<file path="src/rtl/hazard_ctrl.sv">
// hazard_ctrl: pipeline hazard controller for the five-stage RV32 core.
// Produces the hold (bubble) and clear (flush) controls for the PC register
// and the IF/ID, ID/EX, EX/MEM and MEM/WB stage registers. It resolves
// data-cache miss stalls, control-flow redirects and load-use hazards. It also
// tracks miss episodes with a small FSM and keeps 32-bit performance counters.
//
// Ports:
//   clk, rst                   clock, synchronous active-high reset
//   reg1_srcD, reg2_srcD       rs1/rs2 indices of the instruction in ID
//   reg_dstE, mem_readE        rd index / load flag of the instruction in EX
//   br_takenE, jalrE           EX-stage redirects (taken branch, JALR)
//   jalD                       JAL decoded in ID
//   missM                      data cache miss/busy for the access in MEM (level)
//   bubble*/flush*             per-stage hold/clear controls (combinational)
//   stall_cnt                  cycles with bubbleF=1
//   redirect_cnt               cycles with a control redirect applied
//   miss_cnt                   miss episodes (IDLE->MISS transitions)
module hazard_ctrl (
   input  logic                    clk,
   input  logic                    rst,
   input  logic [4:0]              reg1_srcD,
   input  logic [4:0]              reg2_srcD,
   input  logic [4:0]              reg_dstE,
   input  logic                    mem_readE,
   input  logic                    br_takenE,
   input  logic                    jalrE,
   input  logic                    jalD,
   input  logic                    missM,
   output logic                    bubbleF,
   output logic                    flushF,
   output logic                    bubbleD,
   output logic                    flushD,
   output logic                    bubbleE,
   output logic                    flushE,
   output logic                    bubbleM,
   output logic                    flushM,
   output logic                    bubbleW,
   output logic                    flushW,
   output logic [31:0]             stall_cnt,
   output logic [31:0]             redirect_cnt,
   output logic [31:0]             miss_cnt
);

   localparam int unsigned CNT_W = 32;

   typedef enum logic {
      IDLE = 1'b0,
      MISS = 1'b1
   } state_t;

   state_t state;
   state_t state_next;

   logic ex_redirect;
   logic load_use;
   logic miss_start;

   // Hazard detection terms
   assign ex_redirect = br_takenE | jalrE;
   assign load_use    = mem_readE && (reg_dstE != 5'd0) &&
                        ((reg_dstE == reg1_srcD) || (reg_dstE == reg2_srcD));
   assign miss_start  = (state == IDLE) && missM;

   // State register
   always_ff @(posedge clk) begin
      if (rst) begin
         state <= IDLE;
      end else begin
         state <= state_next;
      end
   end

   // Next-state logic: one episode per IDLE->MISS entry
   always_comb begin
      state_next = state;
      case (state)
         IDLE:    if (missM)  state_next = MISS;
         MISS:    if (!missM) state_next = IDLE;
         default: state_next = IDLE;
      endcase
   end

   // Control outputs, priority: reset > miss > EX redirect > load-use > JAL in ID.
   // Load-use outranks a lone JAL in ID: the JAL re-issues after the bubble.
   always_comb begin
      bubbleF = 1'b0;
      flushF  = 1'b0;
      bubbleD = 1'b0;
      flushD  = 1'b0;
      bubbleE = 1'b0;
      flushE  = 1'b0;
      bubbleM = 1'b0;
      flushM  = 1'b0;
      bubbleW = 1'b0;
      flushW  = 1'b0;
      if (rst) begin
         flushD = 1'b1;
         flushE = 1'b1;
         flushM = 1'b1;
         flushW = 1'b1;
      end else if (missM) begin
         // Freeze everything up to EX/MEM, drain a bubble into WB
         bubbleF = 1'b1;
         bubbleD = 1'b1;
         bubbleE = 1'b1;
         bubbleM = 1'b1;
         flushW  = 1'b1;
      end else if (ex_redirect) begin
         flushD = 1'b1;
         flushE = 1'b1;
      end else if (load_use) begin
         bubbleF = 1'b1;
         bubbleD = 1'b1;
         flushE  = 1'b1;
      end else if (jalD) begin
         flushD = 1'b1;
      end
   end

   // Performance counters, wrapping modulo 2^32
   always_ff @(posedge clk) begin
      if (rst) begin
         stall_cnt    <= '0;
         redirect_cnt <= '0;
         miss_cnt     <= '0;
      end else begin
         if (bubbleF) begin
            stall_cnt <= stall_cnt + CNT_W'(1);
         end
         if (flushD && !missM) begin
            redirect_cnt <= redirect_cnt + CNT_W'(1);
         end
         if (miss_start) begin
            miss_cnt <= miss_cnt + CNT_W'(1);
         end
      end
   end

endmodule

</file>
<file path="config.mk">
export PLATFORM = sky130hd
export DESIGN_NAME = hazard_ctrl
export DESIGN_NICKNAME = d
export VERILOG_FILES = /design/src/rtl/hazard_ctrl.sv
export SDC_FILE = /design/constraint.sdc
export NUM_CORES = 1
export LEC_CHECK = 0
export ABC_AREA = 0
export CAP_MARGIN = 0
export CELL_PAD_IN_SITES_DETAIL_PLACEMENT = 1
export CELL_PAD_IN_SITES_GLOBAL_PLACEMENT = 1
export CORE_MARGIN = 3
export CORE_UTILIZATION = 30
export DETAILED_ROUTE_END_ITERATION = 10
export PLACE_DENSITY_LB_ADDON = 0.1
export SYNTH_ARGS = -nofsm -noshare
export SYNTH_HDL_FRONTEND = slang
export SYNTH_SLANG_ARGS = --single-unit
</file>
<file path="constraint.sdc">
create_clock -name clk -period 3.4 [get_ports clk]
set_input_delay 0.68 -clock clk [delete_from_list [all_inputs] [get_ports clk]]
set_output_delay 0.68 -clock clk [all_outputs]
set_load 0.05 [all_outputs]
</file>
After elaboration in Yosys (flattened, before gate mapping)
Cells that the tools add are included.
{ "op_classes": {"n_addsub": 3, "mul": 0, "n_div": 0, "magnitude_cmp": 0, "n_eq_ne": 2, "n_shift": 0, "mux": 16, "bitwise_logic": 2, "n_reduce_logical": 7} }
{ "op_table": {"columns": ["op", "n"], "rows": [
  ["adder 32 x 1 -> 32 bit, second input constant", 3],
  ["2-to-1 mux 1 bit", 16],
  ["== test 5 bit", 2],
  ["nonzero test 5 bit", 1],
  ["logical AND 1 bit", 4],
  ["logical NOT 1 bit", 1],
  ["logical OR 1 bit", 1],
  ["NOT 1 bit", 1],
  ["bitwise OR 1 bit", 1]
]} }
{ "word_totals": {"reg_bits": 97, "latchBits": 0, "ramBits": 0, "rom_bits": 0, "input_bits": 22, "output_inout_bits": 106, "wordCells": 34, "n_memories": 0} }

Logic depth before layout (Yosys ltp)
Gate-level depths: netlist of run 1.
{ "depth": {"ltp_word": 8, "depth_mapped": 8, "mapped_depth_nobuf": 7} }

Least setup slack after synthesis of run 1
No wires, ideal clock.
{ "synth_timing": {"kind": "input to output", "from": "in jalrE", "to": "out bubbleF", "t_arrival_ns": 2.954, "required_time_ns": 2.720, "slack_ns": -0.234, "cell_stages": 4, "n_path_buf": 2, "cell_sequence": "or3_1 clkbuf_1 o31ai_1 buf_4"} }
{ "synth_via": {"elab_chain_cells": 4} }
{ "synth_rtl": {"columns": ["element", "line", "source"], "rows": [
  ["from (decl)", "26", "input logic jalrE,"],
  ["bitwise OR 1 bit", "59", "assign ex_redirect = br_takenE | jalrE;"],
  ["2-to-1 mux 1 bit (3 in series)", null, null],
  ["to (decl)", "29", "output logic bubbleF,"]
]} }
Every way passes these cells.

Final worst setup path of run 1
{ "layout_timing": {"from": "in reg_dstE[1]", "to": "out flushD"} }
{ "layout_via": {"elab_chain_cells": 7, "word_cells_on_any_way": 10, "cone_classes": "eq/ne (2); mux (4); reduce/logical (4)"} }
{ "layout_rtl": {"columns": ["element", "line", "source"], "rows": [
  ["from (decl)", "23", "input logic [4:0] reg_dstE,"],
  ["== test 5 bit or nonzero test 5 bit (tied branches)", "61, 60", null],
  ["logical OR 1 bit or logical AND 1 bit (tied branches)", "61, 60", null],
  ["logical AND 1 bit (*)", "60", "assign load_use = mem_readE && (reg_dstE != 5'd0) &&"],
  ["2-to-1 mux 1 bit (*)", "111", "end else if (load_use) begin"],
  ["2-to-1 mux 1 bit (*)", "108", "end else if (ex_redirect) begin"],
  ["2-to-1 mux 1 bit (*)", "101", "end else if (missM) begin"],
  ["2-to-1 mux 1 bit (*)", "96", "if (rst) begin"],
  ["to (decl)", "32", "output logic flushD,"]
]} }
Every way passes the cells marked *; elsewhere a longest branch is shown, timed or not.

==> results of run 1 <==
==> logic make-up (layout without fill, tap and decap cells) <==
| logic type | count (synthesis) | in the layout | synth area share |
|---|---|---|---|
| AO/OA/AOI/OAI | 116 | 116 | 0.144 |
| other | 1 | 2 | 0.000769 |
| XOR/XNOR | 43 | 43 | 0.0772 |
| adder cells (fa/ha/maj) | 3 | 3 | 0.00770 |
| multiplexers | 14 | 14 | 0.0313 |
| buffers and inverters | 43 | 174 | 0.0393 |
| AND/OR/NAND/NOR | 271 | 271 | 0.302 |
| flip-flops | 97 | 97 | 0.398 |
==> sequential cells by signal (all words and copies together), names as in the netlist <==
name,count
miss_cnt,32
redirect_cnt,32
stall_cnt,32
state,1
==> cell usage after synthesis (all sizes together), types with 2 or more instances <==
| cell | number | share of area |
|---|---|---|
| o31ai | 28 | 0.043 |
| xnor2 | 18 | 0.032 |
| or3 | 22 | 0.028 |
| nand4 | 28 | 0.036 |
| nor2 | 66 | 0.051 |
| a211oi | 2 | 0.0031 |
| ha | 3 | 0.0077 |
| a21oi | 49 | 0.050 |
| mux2i | 4 | 0.0082 |
| inv | 15 | 0.012 |
| and4 | 11 | 0.020 |
| o211ai | 2 | 0.0031 |
| xor2 | 25 | 0.045 |
| nand2 | 41 | 0.032 |
| dfxtp | 97 | 0.40 |
| nand3 | 29 | 0.030 |
| nand2b | 4 | 0.0051 |
| or4b | 2 | 0.0041 |
| or4 | 29 | 0.045 |
| nor4 | 4 | 0.0051 |
| o21ai | 25 | 0.026 |
| nor2b | 11 | 0.014 |
| and3 | 3 | 0.0038 |
| buf | 12 | 0.015 |
| mux2 | 10 | 0.023 |
| and4b | 2 | 0.0041 |
| nor3 | 14 | 0.015 |
| clkbuf | 16 | 0.012 |
==> cell type report <==
class / instances / area [sq um]
fillers: 1861 / 8790
multi-input cells: 449 / 2760
flip-flops and latches: 97 / 1940
repair buffers: 143 / 1440
well taps: 211 / 264
clock buffers: 9 / 225
clock inverters: 7 / 60.1
inverters: 15 / 56.3
==> worst min path at each step <==
stage / slack [ps] / start / cells past startpoint / to
finish: 500 / redirect_cnt[14] / 2 / redirect_cnt[14]
global route: 540 / redirect_cnt[14] / 2 / redirect_cnt[14]
CTS: 500 / redirect_cnt[14] / 2 / redirect_cnt[14]
detailed placement: 490 / redirect_cnt[14] / 2 / redirect_cnt[14]
global placement: 470 / stall_cnt[31] / 2 / stall_cnt[31]
floorplan: 590 / state / 3 / miss_cnt[0]
==> report_power, final <==
group,switching [mW],internal [mW],leakage [nW]
Clock,0.498,0.511,0.136
Combinational,0.140,0.0868,1.22
Sequential,0.0118,1.14,0.782
==> critical path, delay by kind of cell <==
family	cells	cell delay [ps]
AOI/OAI and AO/OA	3	600
and+or+nand+nor	1	600
buffers and inverters	2	640
==> layer usage <==
layer,vias up,track usage,part of all wire
li1,2409,-,-
met1,2404,0.230,0.48
met2,94,0.288,0.46
met3,18,0.0468,0.047
met4,0,0.0566,0.017
met5,-,0,0
==> flow_summary_export.csv, run 1 <==
group,metric,value,unit
clock_network,cts_tree,"done",
floorplan,initial_core_util,0.314,
layout,fin_area,6750,sq um
yosys,yosys_warnings,0,
critical_path,start_kind,"input pin",
yosys,syn-cell-area,4880,sq um
drt,firstDrtPassIters,4,
yosys,yosysSeqAreaShare,0.398,
timing,rsz0062_at_grt,"no",
clock_network,clock_sinks,97,
placed_design,gp_congestion,0.777,
power_and_ir_drop,p_per_area,354,nW/um^2
grt,grt_pass1_wl,26000,um
layout,fin_util,0.434,
layout,syn_to_final_growth,38.3,%
yosys,syn_avg_cell_area,8.29,sq um
critical_path,worstPathMaxFanout,3,
floorplan,io_pins,128,
timing,period_minus_slack,3200,ps
timing,finalSetupViolations,0,
layout,nets,740,
yosys,synth_edf_count,0,
placed_design,numPortBuffers,125,
grt,antenna_found_initial,0,
floorplan,row_count,45,
yosys,synthCells,588,
layout,stdcell_count,931,
timing,finalCritPeriodShare,0.942,
timing,timing.final.ws_setup,198,ps
clock_network,htreeDepth,3,
drt,antenna_left,0,
drt,finalWirelength,15700,um
timing,setup_tns,0,ps
yosys,synth.ff_latch_count,97,
critical_path,r2r_slack,930,ps
hold_path,hold_class,"reg -> reg",
power_and_ir_drop,p_leak,2.13,nW
drt,vias,4925,
timing,hold_slack,495,ps
timing,slew_viol_final,0,
timing,worstMarginPinSlew,952,ps
outcome,outcome,"completed",
layout,drive_gt1_frac,0.0847,
critical_path,rr_worst_depth,7,
layout,most-common-layout-cells,"clkdlybuf4s50_1, dfxtp_1, nor2_1, a21oi_1, nand2_1",
drt,drtIter0Drc,155,
placed_design,placed_area,6460,sq um
placed_design,hpwlAfterDp,11600,um
critical_path,critPathMaxStageDelay,600,ps
yosys,synth_ff_type,"dfxtp_1",
critical_path,r2r-start,"miss_cnt[0]",
critical_path,r2r_end,"miss_cnt[28]",
drt,via_per_inst,5.29,
timing,fmax,312,MHz
placed_design,pre_cts_ws,89.8,ps
floorplan,die_h,134,um
layout,num_antenna_cells,0,
clock_network,cts_buffers,9,
grt,grt.overflow.total,0,
drt,drc,0,
grt,grt_pass1_vias,5026,
critical_path,crit_path_end_kind,"output pin",
placed_design,place_inst,915,
grt,grt_max_degree,91,
yosys,synth_cell_types,52,
drt,wire_per_inst,16.9,um
clock_network,clock_path_buffers,2,
timing,max_slew_margin,0.365,
job,drv_cap,0,
critical_path,cp.arrival,2520,ps
floorplan,dieArea,17800,sq um
timing,hold_violations,0,
yosys,ys_async_sr_fraction,0,
power_and_ir_drop,vdd_drop_max,289,uV
critical_path,worstSetupPathType,"in -> out",
floorplan,die-width,134,um
grt,grt_usage,0.177,
critical_path,cp_slowest_cell,"or4_4",
clock_network,path_clk_slew,70,ps
clock_network,cts_root_buf,"clkbuf_16",
timing,clock_skew,8.69,ps
floorplan,coreArea,15500,sq um
critical_path,endpoint,"flushD",
clock_network,postCtsSetupBuffers,0,
clock_network,clk-insertion-delay-late,360,ps
power_and_ir_drop,fin_total_pwr,2.39,mW
critical_path,crit_start,"reg_dstE[1]",
clock_network,cts_resized,0,
critical_path,crit_path_cell_trace,"clkdlybuf4s50_1, or4_4, o21ai_1, o21ai_0, a21oi_2, buf_12",
clock_network,hold_buffers,0,
layout,final_common_cell,"clkdlybuf4s50_1",
critical_path,worst_ep_required_time,2720,ps
Power figures use the tool's default switching activity.
==> inputs of run 2 (changes only) <==
Settings changed: HOLD_SLACK_MARGIN set to 0.05.
==> results of run 2 <==
Same layout as run 1: the final DEF is identical, and so are final timing and power.
==> inputs of run 3 (changes only) <==
Settings changed: CORE_UTILIZATION 30 to 35.
==> flow_summary_export.csv, run 3 (synthesis results as in run 1) <==
group,metric,value,unit
clock_network,htreeDepth,3,
drt,drc,0,
clock_network,postCtsSetupBuffers,0,
power_and_ir_drop,p_leak,2.14,nW
floorplan,coreArea,13500,sq um
critical_path,worst_ep_required_time,2720,ps
layout,most-common-layout-cells,"clkdlybuf4s50_1, dfxtp_1, nor2_1, a21oi_1, nand2_1",
timing,hold_violations,0,
floorplan,row_count,42,
timing,fmax,302,MHz
placed_design,hpwlAfterDp,11200,um
clock_network,cts_root_buf,"clkbuf_16",
critical_path,worstPathMaxFanout,3,
critical_path,r2r-start,"redirect_cnt[3]",
timing,finalSetupViolations,0,
grt,grt_pass1_vias,4865,
power_and_ir_drop,vdd_drop_max,232,uV
critical_path,crit_path_end_kind,"output pin",
clock_network,clk-insertion-delay-late,340,ps
grt,grt_pass1_wl,24800,um
drt,antenna_left,0,
outcome,outcome,"completed",
drt,finalWirelength,15500,um
layout,final_common_cell,"clkdlybuf4s50_1",
floorplan,io_pins,128,
grt,antenna_found_initial,0,
layout,fill_cells,1631,
placed_design,numPortBuffers,125,
layout,num_antenna_cells,0,
timing,slew_viol_final,0,
drt,vias,4931,
clock_network,clock_sinks,97,
floorplan,dieArea,15400,sq um
clock_network,cts_tree,"done",
critical_path,cp.arrival,2630,ps
grt,grt_usage,0.202,
placed_design,gp_congestion,0.831,
timing,clock_skew,6.99,ps
critical_path,crit_start,"reg_dstE[2]",
drt,wire_per_inst,17.3,um
job,drv_cap,0,
clock_network,clock_path_buffers,2,
layout,syn_to_final_growth,37.5,%
hold_path,hold_class,"reg -> reg",
timing,max_slew_margin,0.279,
hold_path,min-delay-start,"stall_cnt[31]",
grt,grt.overflow.total,0,
clock_network,hold_buffers,0,
timing,period_minus_slack,3310,ps
timing,rsz0062_at_grt,"no",
critical_path,worstSetupPathType,"in -> out",
drt,via_per_inst,5.51,
clock_network,path_clk_slew,70,ps
layout,nets,741,
floorplan,die_h,124,um
floorplan,die-width,124,um
timing,setup_tns,0,ps
floorplan,initial_core_util,0.363,
timing,worstMarginPinSlew,1080,ps
layout,layout_top_registers,"miss_cnt: 32 flops, redirect_cnt: 32 flops, stall_cnt: 32 flops",
clock_network,cts_buffers,9,
drt,drtIter0Drc,265,
power_and_ir_drop,p_per_area,358,nW/um^2
drt,firstDrtPassIters,6,
grt,grt_max_degree,86,
layout,drive_gt1_frac,0.0807,
clock_network,cts_resized,0,
power_and_ir_drop,fin_total_pwr,2.40,mW
timing,finalCritPeriodShare,0.973,
critical_path,start_kind,"input pin",
==> run 3: worst paths after layout <==
path	endpoint	slack, ps	cells after the start
worst max-delay path	flushD	90	6
worst min-delay path	stall_cnt[31]	500	2
worst max register to register	redirect_cnt[23]	910	6
worst min register to register	stall_cnt[31]	500	2
==> run 3: per-layer routing <==
layer / up-vias / GRT usage / wire, um
li1: 2405 / - / -
met1: 2410 / 0.262 / 7210
met2: 98 / 0.336 / 7470
met3: 18 / 0.0368 / 592
met4: 0 / 0.0746 / 248
met5: - / 0 / 0
==> run 3: power by group <==
part / total [mW] / leakage (nW) / internal (mW) / switching (mW)
combinational: 0.227 / 1.22 / 0.0883 / 0.139
clock: 1.02 / 0.137 / 0.582 / 0.439
sequential: 1.16 / 0.782 / 1.14 / 0.0116
total: 2.40 / 2.14 / 1.81 / 0.589
==> run 3: through the flow <==
step	setup slack [ps]	utilization	hold slack, ps	instances	cell area, sq um
detailed placement	89.9	0.477	488	881	6420
global route	5.73	0.498	528	895	6710
CTS	82.7	0.498	497	895	6710
finish	90.6	0.498	497	895	6710
global placement	131	0.477	472	881	6420
floorplan	143	-	592	589	4890
==> run 3: final cells by class <==
cell class / instances / area (sq um) / share of cell area
timing repair buffer: 144 / 1450 / 0.216
multi-input combinational: 449 / 2750 / 0.411
clock inverter: 3 / 42.5 / 0.00634
sequential: 97 / 1940 / 0.290
inverter: 15 / 56.3 / 0.00840
clock buffer: 11 / 243 / 0.0362
tap: 176 / 220 / 0.0328
==> run 3: critical path: stages <==
cell	delay, ps
clkdlybuf4s50_1	510
or4_4	560
o21ai_1	210
o21ai_0	130
a21oi_1	340
buf_12	190
